### src/rtl/univ_shift_pkg.sv
// Shared definitions for the universal shift register: mode encodings,
// legal WIDTH range and small helpers used by the top and the next-state logic.
package univ_shift_pkg;

    localparam logic [2:0] MODE_HOLD = 3'b000;
    localparam logic [2:0] MODE_SHL  = 3'b001;
    localparam logic [2:0] MODE_SHR  = 3'b010;
    localparam logic [2:0] MODE_ROL  = 3'b011;
    localparam logic [2:0] MODE_ROR  = 3'b100;
    localparam logic [2:0] MODE_JOHL = 3'b101;
    localparam logic [2:0] MODE_JOHR = 3'b110;
    localparam logic [2:0] MODE_ASR  = 3'b111;

    localparam int WIDTH_MIN = 2;
    localparam int WIDTH_MAX = 32;

    // True when a WIDTH value lies inside the supported range.
    function automatic bit width_legal(input int w);
        return (w >= WIDTH_MIN) && (w <= WIDTH_MAX);
    endfunction

    // Left-moving modes present the MSB on the serial output.
    function automatic bit mode_is_left(input logic [2:0] m);
        return (m == MODE_SHL) || (m == MODE_ROL) || (m == MODE_JOHL);
    endfunction

endpackage

### src/rtl/univ_shift_next.sv
// Purely combinational next-value map (q, mode, si) -> q_next, shared by the
// single-step and burst paths of univ_shift_reg.
module univ_shift_next
    import univ_shift_pkg::*;
#(
    parameter int WIDTH = 8
) (
    input  logic [WIDTH-1:0] q,
    input  logic [2:0]       mode,
    input  logic             si,
    output logic [WIDTH-1:0] q_next
);

    // One shift/rotate/counter step in the selected mode.
    always_comb begin
        q_next = q;
        case (mode)
            MODE_HOLD: q_next = q;
            MODE_SHL:  q_next = {q[WIDTH-2:0], si};
            MODE_SHR:  q_next = {si, q[WIDTH-1:1]};
            MODE_ROL:  q_next = {q[WIDTH-2:0], q[WIDTH-1]};
            MODE_ROR:  q_next = {q[0], q[WIDTH-1:1]};
            MODE_JOHL: q_next = {q[WIDTH-2:0], ~q[WIDTH-1]};
            MODE_JOHR: q_next = {~q[0], q[WIDTH-1:1]};
            MODE_ASR:  q_next = {q[WIDTH-1], q[WIDTH-1:1]};
            default:   q_next = q;
        endcase
    end

endmodule

### src/rtl/univ_shift_reg.sv
// Universal shift register top: parallel load, single-step shifting and,
// when UNIV_SHIFT_BURST_EN is defined, a self-timed WIDTH-step burst.
// Without UNIV_SHIFT_BURST_EN, start is ignored and busy/done stay 0.
//
// Burst handshake: start is a one-cycle request honoured only while busy=0
// and ld=0; busy=1 means further start/en/mode are ignored; done pulses for
// one cycle after the final step, and start may be asserted in that cycle.
module univ_shift_reg
    import univ_shift_pkg::*;
#(
    parameter int WIDTH = 8
) (
    input  logic             clk,
    input  logic             rst,
    input  logic             ld,
    input  logic [WIDTH-1:0] d,
    input  logic [2:0]       mode,
    input  logic             en,
    input  logic             si,
    input  logic             start,
    output logic [WIDTH-1:0] q,
    output logic             so,
    output logic             busy,
    output logic             done
);

    localparam bit WIDTH_OK = width_legal(WIDTH);

    if (!WIDTH_OK) begin : g_bad_width
        $error("univ_shift_reg: WIDTH out of range 2..32");
    end

    logic [2:0]       active_mode;
    logic [WIDTH-1:0] q_next;

    univ_shift_next #(.WIDTH(WIDTH)) u_next (
        .q      (q),
        .mode   (active_mode),
        .si     (si),
        .q_next (q_next)
    );

    // Serial output follows the end of the register the active mode shifts out of.
    assign so = mode_is_left(active_mode) ? q[WIDTH-1] : q[0];

`ifdef UNIV_SHIFT_BURST_EN
    localparam int CW = $clog2(WIDTH + 1);

    logic [CW-1:0] cnt;
    logic [2:0]    burst_mode;
    logic          busy_r;
    logic          done_r;

    assign active_mode = busy_r ? burst_mode : mode;
    assign busy        = busy_r;
    assign done        = done_r;

    // Register and burst control; priority is ld, then a running burst, then start, then en.
    always_ff @(posedge clk or posedge rst) begin
        if (rst) begin
            q          <= '0;
            cnt        <= '0;
            burst_mode <= MODE_HOLD;
            busy_r     <= 1'b0;
            done_r     <= 1'b0;
        end else begin
            done_r <= 1'b0;
            if (ld) begin
                // Load also aborts a running burst silently.
                q      <= d;
                cnt    <= '0;
                busy_r <= 1'b0;
            end else if (busy_r) begin
                q   <= q_next;
                cnt <= cnt - CW'(1);
                if (cnt == CW'(1)) begin
                    busy_r <= 1'b0;
                    done_r <= 1'b1;
                end
            end else if (start) begin
                // Arm only: the first burst step happens on the next edge.
                burst_mode <= mode;
                cnt        <= CW'(WIDTH);
                busy_r     <= 1'b1;
            end else if (en) begin
                q <= q_next;
            end
        end
    end
`else
    logic unused_start;

    assign unused_start = start;
    assign active_mode  = mode;
    assign busy         = 1'b0;
    assign done         = 1'b0;

    // Register: parallel load has priority over a single step.
    always_ff @(posedge clk or posedge rst) begin
        if (rst) begin
            q <= '0;
        end else if (ld) begin
            q <= d;
        end else if (en) begin
            q <= q_next;
        end
    end
`endif

endmodule
### config.mk
export PLATFORM = sky130hd
export DESIGN_NAME = univ_shift_reg
export DESIGN_NICKNAME = d
export VERILOG_FILES = /design/src/rtl/univ_shift_pkg.sv /design/src/rtl/univ_shift_next.sv /design/src/rtl/univ_shift_reg.sv
export SDC_FILE = /design/constraint.sdc
export NUM_CORES = 1
export LEC_CHECK = 0
export CAP_MARGIN = 20
export CELL_PAD_IN_SITES_DETAIL_PLACEMENT = 0
export CELL_PAD_IN_SITES_GLOBAL_PLACEMENT = 1
export CORE_ASPECT_RATIO = 0.7
export CORE_MARGIN = 2
export CORE_UTILIZATION = 25
export CTS_CLUSTER_SIZE = 16
export DETAILED_ROUTE_END_ITERATION = 8
export PLACE_DENSITY = 0.75
export SYNTH_ARGS = -nofsm -noshare
export SYNTH_HDL_FRONTEND = slang
export SYNTH_SLANG_ARGS = --single-unit
### constraint.sdc
create_clock -name clk -period 1.4 [get_ports clk]
set_input_delay 0.28 -clock clk [delete_from_list [all_inputs] [get_ports clk]]
set_output_delay 0.28 -clock clk [all_outputs]
set_load 0.01 [all_outputs]
==> results of run 1 <==
routing by layer:
layer,up-vias,share of wire [%]
li1,305,-
met5,-,0
met3,0,8.9
met4,0,0
met2,28,43
met1,302,48
logic make-up after synthesis:
family | share of synthesized area [%]
other | 0.6473
buffers and inverters | 9.071
and+or+nand+nor | 11.02
DFF | 34.56
AOI/OAI and AO/OA | 32.40
muxes | 12.31
power groups by stage:
| stage | logic, mW | clock network [mW] | registers (mW) |
|---|---|---|---|
| floorplan | 0.121 | 0 | 0.306 |
| global placement | 0.305 | 0 | 0.292 |
| detailed placement | 0.308 | 0 | 0.292 |
| CTS | 0.281 | 0.191 | 0.287 |
| global route | 0.309 | 0.216 | 0.291 |
| finish | 0.285 | 0.189 | 0.288 |
per-stage QoR:
stage,instance area [µm²],util [%],worst slack (ns)
final,910.9,41.94,0.05988
after global routing,910.9,41.94,0.01231
after CTS,913.4,42.05,0.002421
after detailed placement,908.4,41.82,-0.6353
after global placement,908.4,41.82,-0.6003
after floorplan,583.1,-,0.1868
worst max-delay path, cell delays in order (launching register included):
cell	delay, ns
dfrtp_1	0.39
mux2_4	0.27
buf_2	0.14
cell usage in the layout, fill, tap and decap left out, drive strengths merged, types with 3 or more instances in the layout:
cell / n
a21oi: 8
buf: 12
clkbuf: 5
clkdlybuf4s50: 12
dfrtp: 8
dlygate4sd2: 7
inv: 4
mux2i: 6
nand2: 4
nor2: 3
o21ai: 7
o22ai: 6
final timing paths:
check                        to  cells past startpoint  slack, ns
setup reg to reg           q[0]                      4       0.19
setup / recovery             so                      2       0.06
min in group clk           q[7]                      5       0.54
hold / removal             q[7]                      2       0.27
hold reg to reg            q[5]                      2       0.58
max in group asynchronous  q[2]                      2       0.89
cell type report:
| cell class | instances | area, µm² |
|---|---|---|
| Clock buffer | 3 | 22.52 |
| Fill cell | 241 | 1261 |
| Inverter | 4 | 15.01 |
| Multi-Input combinational cell | 48 | 334.1 |
| Sequential cell | 8 | 200.2 |
| Tap cell | 32 | 40.04 |
| Timing Repair Buffer | 35 | 299.0 |
repair_timing:
action	4_1_cts	5_1_grt
buffers inserted	0	0
pin swaps	1	0
gates resized for setup	16	6
setup endpoints to repair	16	2
==> impl_metrics.env, run 1 <==
export IMPL_wl_per_cell_um=13.52
export IMPL_final_layout_size_suffix_gt1_share_pct=25.51
export IMPL_dieHeight_um=44.28
export IMPL_dp_hpwl_um=1356
export IMPL_ir_drop_uv=391.6
export IMPL_area_delta_synth_final_pct=57.24
export IMPL_combPwrFrac_pct=37.4
export IMPL_arrival_ns=1.06
export IMPL_crit_required_ns=1.12
export IMPL_ctsHoldBuffers=0
export IMPL_die_width_um=61.54
export IMPL_clock_power_share_pct=24.8
export IMPL_p_leak_nw=0.4116
export IMPL_cts_tree="yes"
export IMPL_hp_class="input port to asynchronous set/reset pin"
export IMPL_cap_violations=0
export IMPL_cellInternalPower_mw=0.5114
export IMPL_via_per_inst=4.885
export IMPL_synth_seq_cells=8
export IMPL_grt_busiest_layer="met2"
export IMPL_wl_um=1758
export IMPL_io_buffer_count=24
export IMPL_synth_main_ff_cell="dfrtp_1"
export IMPL_synth_async_sr_flop_share_pct=100.0
export IMPL_cts_buffer_depth=2
export IMPL_grt_use_met2_pct=20.42
export IMPL_num_antenna_cells=0
export IMPL_met3_usage_pct=7.018
export IMPL_netlist_instances=63
export IMPL_top_register="q"
export IMPL_synthTopCellsByCount="a21oi_1, dfrtp_1, mux2i_1, o22ai_1, o21ai_0"
export IMPL_switching_share_pct=32.86
export IMPL_dp_cells=127
export IMPL_cts_buffers=3
export IMPL_status="finished, final reports clean"
export IMPL_cp_startpoint="q[7]"
export IMPL_start_util_pct=26.67
export IMPL_grt_start_max_net_pins=9
export IMPL_path_clk_slew_ns=0.06
export IMPL_synth_area_leaders="dfrtp_1, mux2i_1, a21oi_1, o22ai_1, o21ai_0"
export IMPL_clk_latency_ns=0.26
export IMPL_critPathKind="flop to output port"
export IMPL_grt_pass1_wl_um=2773
export IMPL_synth_edf_count=0
export IMPL_hold_viol=0
export IMPL_drtIter0Drc=27
export IMPL_fin_tns_setup_ns=0
export IMPL_die_area_um2=2724
export IMPL_cp_end_kind="output port"
export IMPL_htreeDepth=1
export IMPL_ys_types=26
export IMPL_yosys_area_top_type_share_pct=34.56
export IMPL_syn_mean_instance_area_um2=9.195
export IMPL_reg2reg_from="q[7]"
export IMPL_fin_crit_sh_pct=95.72
export IMPL_crit_fanout=2
export IMPL_dr_pass1_iters=4
export IMPL_start_kind="flop"
export IMPL_finalMaxSlewViolations=0
export IMPL_grt_pass1_vias=569
export IMPL_rsz0062_at_grt="no"
export IMPL_top_regs="q: 8 flops"
export IMPL_rows=14
export IMPL_ant_nets=0
export IMPL_setup_violations=0
export IMPL_synth_cell_area_um2=579.3
export IMPL_drc=0
export IMPL_hold_worst_slack_ns=0.2691
export IMPL_fin_worst_skew_ns=0.001478
export IMPL_antenna_found_initial=0
export IMPL_yosysWarnings=0
export IMPL_finalCriticalPeriod_ns=1.340
export IMPL_synth_top_area_cell="dfrtp_1"
export IMPL_cts_root_buffer="clkbuf_4"
export IMPL_finalPower_mw=0.7618
export IMPL_grt_overflow_total=0
export IMPL_track_usage_pct=14.29
export IMPL_largest_reg_flops=8
export IMPL_clkSinkCount=8
export IMPL_place_congestion=0.7698
export IMPL_vias=635
export IMPL_share_seq_of_total_power_pct=37.8
export IMPL_core_area_um2=2172
export IMPL_grtUsageMet1_pct=20.29
export IMPL_stdcell_count=130
export IMPL_finalNetCount=117
export IMPL_powerDensity_nw_per_um2=836.3
export IMPL_max_freq_mhz=746.2
export IMPL_ys_seq_area_share_pct=34.56
export IMPL_switchingPower_mw=0.2503
export IMPL_io_pins=28
No activity file was read; power rests on OpenSTA's default activity.
==> inputs of run 2 (changes only) <==
Clock period 1.4 ns to 1.7 ns, I/O delays scaled along.
==> run 2 against run 1 <==
Effect of this change: routed wire length shrank 4.3%; sequential share of layout area fell by 0.59 points; register-to-register slack improved by 0.31 ns; first-iteration DRC count fell by 7.4%; worst setup slack better by 0.0052 ns; global-route usage increased by 0.060 points; non-clock buffer count rose by 1; clock power is 24% lower; critical endpoint unchanged; highest routed layer is now met4.
==> impl_metrics.env, run 2 (synthesized netlist as in run 1, its figures left out) <==
export IMPL_drc=0
export IMPL_grt_pass1_wl_um=2732
export IMPL_cts_buffer_depth=2
export IMPL_combPwrFrac_pct=39.4
export IMPL_crit_family="buffers and inverters"
export IMPL_area_delta_synth_final_pct=61.56
export IMPL_routed_top_layer="met4"
export IMPL_status="finished, final reports clean"
export IMPL_vias=626
export IMPL_top_register="q"
export IMPL_fin_crit_sh_pct=96.17
export IMPL_cp_slowest_stage_delay_ns=0.31
export IMPL_hp_class="input port to asynchronous set/reset pin"
export IMPL_worst_path_stages=5
export IMPL_dpl_cell_area_um2=915.9
export IMPL_dr_pass1_iters=4
export IMPL_arrival_ns=1.29
export IMPL_antenna_found_initial=0
export IMPL_track_usage_pct=14.35
export IMPL_cp_num_buf_inv=2
export IMPL_via_per_inst=4.779
export IMPL_io_pins=28
export IMPL_rows=14
export IMPL_grt_overflow_total=0
export IMPL_hold_worst_slack_ns=0.3282
export IMPL_ff2ff_path_depth=4
export IMPL_max_freq_mhz=611.7
export IMPL_met3_wirelength_um=177
export IMPL_wl_met1_um=785
export IMPL_final_common_cell="clkdlybuf4s50_1"
export IMPL_finalPower_mw=0.6279
export IMPL_fin_area_um2=935.9
export IMPL_num_antenna_cells=0
export IMPL_switchingPower_mw=0.1930
export IMPL_io_buffer_count=24
export IMPL_cts_setup_buffers=0
export IMPL_hold_viol=0
export IMPL_cts_root_buffer="clkbuf_4"
export IMPL_layout_common_cells="clkdlybuf4s50_1, buf_4, a21oi_1, dfrtp_1"
export IMPL_setup_violations=0
export IMPL_die_area_um2=2724
export IMPL_cpMaxStageDelayCell="mux2_1"
export IMPL_final_layout_size_suffix_gt1_share_pct=22.22
export IMPL_cp_end_kind="output port"
export IMPL_crit_path_cell_trace="clkdlybuf4s15_1, nand2_4, nand2_4, mux2_1, dlygate4sd2_1"
export IMPL_rsz0062_at_grt="no"
export IMPL_dp_hpwl_um=1366
export IMPL_crit_path_frequent_cell="nand2_4"
export IMPL_ir_drop_uv=265.3
export IMPL_path_clk_slew_ns=0.05
export IMPL_wl_um=1683
export IMPL_ant_nets=0
export IMPL_cap_violations=0
export IMPL_ctsHoldBuffers=0
export IMPL_die_width_um=61.54
export IMPL_start_kind="input port"
export IMPL_crit_fanout=2
export IMPL_critPathKind="input port to output port"
export IMPL_core_area_um2=2172
export IMPL_finalCriticalPeriod_ns=1.635
export IMPL_fin_worst_skew_ns=0.004932
export IMPL_finalMaxSlewViolations=0
export IMPL_htreeDepth=1
export IMPL_grt_start_max_net_pins=9
export IMPL_cts_buffers=3
export IMPL_dieHeight_um=44.28
export IMPL_wl_per_cell_um=12.85
export IMPL_top_regs="q: 8 flops"
export IMPL_clk_latency_ns=0.25
export IMPL_clock_power_share_pct=22.8
export IMPL_finish_utilization_pct=43.09
export IMPL_powerDensity_nw_per_um2=671.0
export IMPL_crit_required_ns=1.36
export IMPL_place_congestion=0.7833
export IMPL_largest_reg_flops=8
export IMPL_wl_met2_um=706
export IMPL_switching_share_pct=30.74
export IMPL_start_util_pct=26.67
export IMPL_grt_pass1_vias=555
export IMPL_cellInternalPower_mw=0.4349
export IMPL_p_leak_nw=0.4075
export IMPL_drtIter0Drc=25
export IMPL_clkSinkCount=8
export IMPL_finalNetCount=118
export IMPL_cts_tree="yes"
export IMPL_share_seq_of_total_power_pct=37.8
[run 2: cell count changes in the layout (fill, tap and decap cells not counted), sizes merged]
cell,delta
dlygate4sd2,-5
clkdlybuf4s50,+8
clkbuf,-2
[run 2: cell type report]
type,instances,area [µm²]
fillers,240,1236
flip-flops and latches,8,200.2
repair buffers,36,327.8
well taps,32,40.04
inverters,4,15.01
clock buffers,3,22.52
multi-input cells,48,330.3
[run 2: routing by layer]
layer | vias to the layer above | track usage (%)
met5 | - | 0
met4 | 0 | 3.830
met3 | 2 | 6.433
met2 | 33 | 18.32
met1 | 287 | 21.54
li1 | 304 | -
[run 2: what timing repair did]
action / CTS / global route
hold endpoints to repair: 0 / 0
setup endpoints to repair: 1 / 1
pin swaps: 0 / 0
resized for setup: 4 / 2
[run 2: worst paths after layout]
check / from / to / slack (ns)
worst max-delay path: mode[1] / so / 0.07
worst min-delay path: rst / q[6] / 0.33
worst max register to register: q[7] / q[0] / 0.50
worst min register to register: q[5] / q[5] / 0.59
max in group asynchronous: rst / q[7] / 1.14
min in group clk: q[5] / q[5] / 0.59
[run 2: per-stage QoR]
stage / TNS [ns] / std cells / setup WS, ns
after CTS: 0 / 131 / 0.02149
after global routing: 0 / 131 / 0.01217
after global placement: -1.493 / 128 / -0.4195
after detailed placement: -1.339 / 128 / -0.4473
final: 0 / 131 / 0.06513
after floorplan: 0 / 64 / 0.3668
[run 2: worst reg2reg max path, stage by stage, from the launching register on]
cell	delay, ns
dfrtp_1	0.37
buf_4	0.16
o21a_1	0.18
a221oi_1	0.28
o22a_1	0.16
[run 2: power groups by stage]
| stage | Combinational [mW] | Sequential (mW) | Clock [mW] |
|---|---|---|---|
| after floorplan | 0.0995 | 0.252 | 0 |
| after global placement | 0.250 | 0.241 | 0 |
| after detailed placement | 0.252 | 0.241 | 0 |
| after CTS | 0.247 | 0.238 | 0.148 |
| after global routing | 0.272 | 0.242 | 0.158 |
| final | 0.247 | 0.237 | 0.143 |
==> inputs of run 3 (changes only) <==
Settings changed: CTS_CLUSTER_SIZE 16 to 25, HOLD_SLACK_MARGIN set to 0.02.
==> results of run 3 <==
No change in the layout: final DEF, timing and power equal those of run 2.
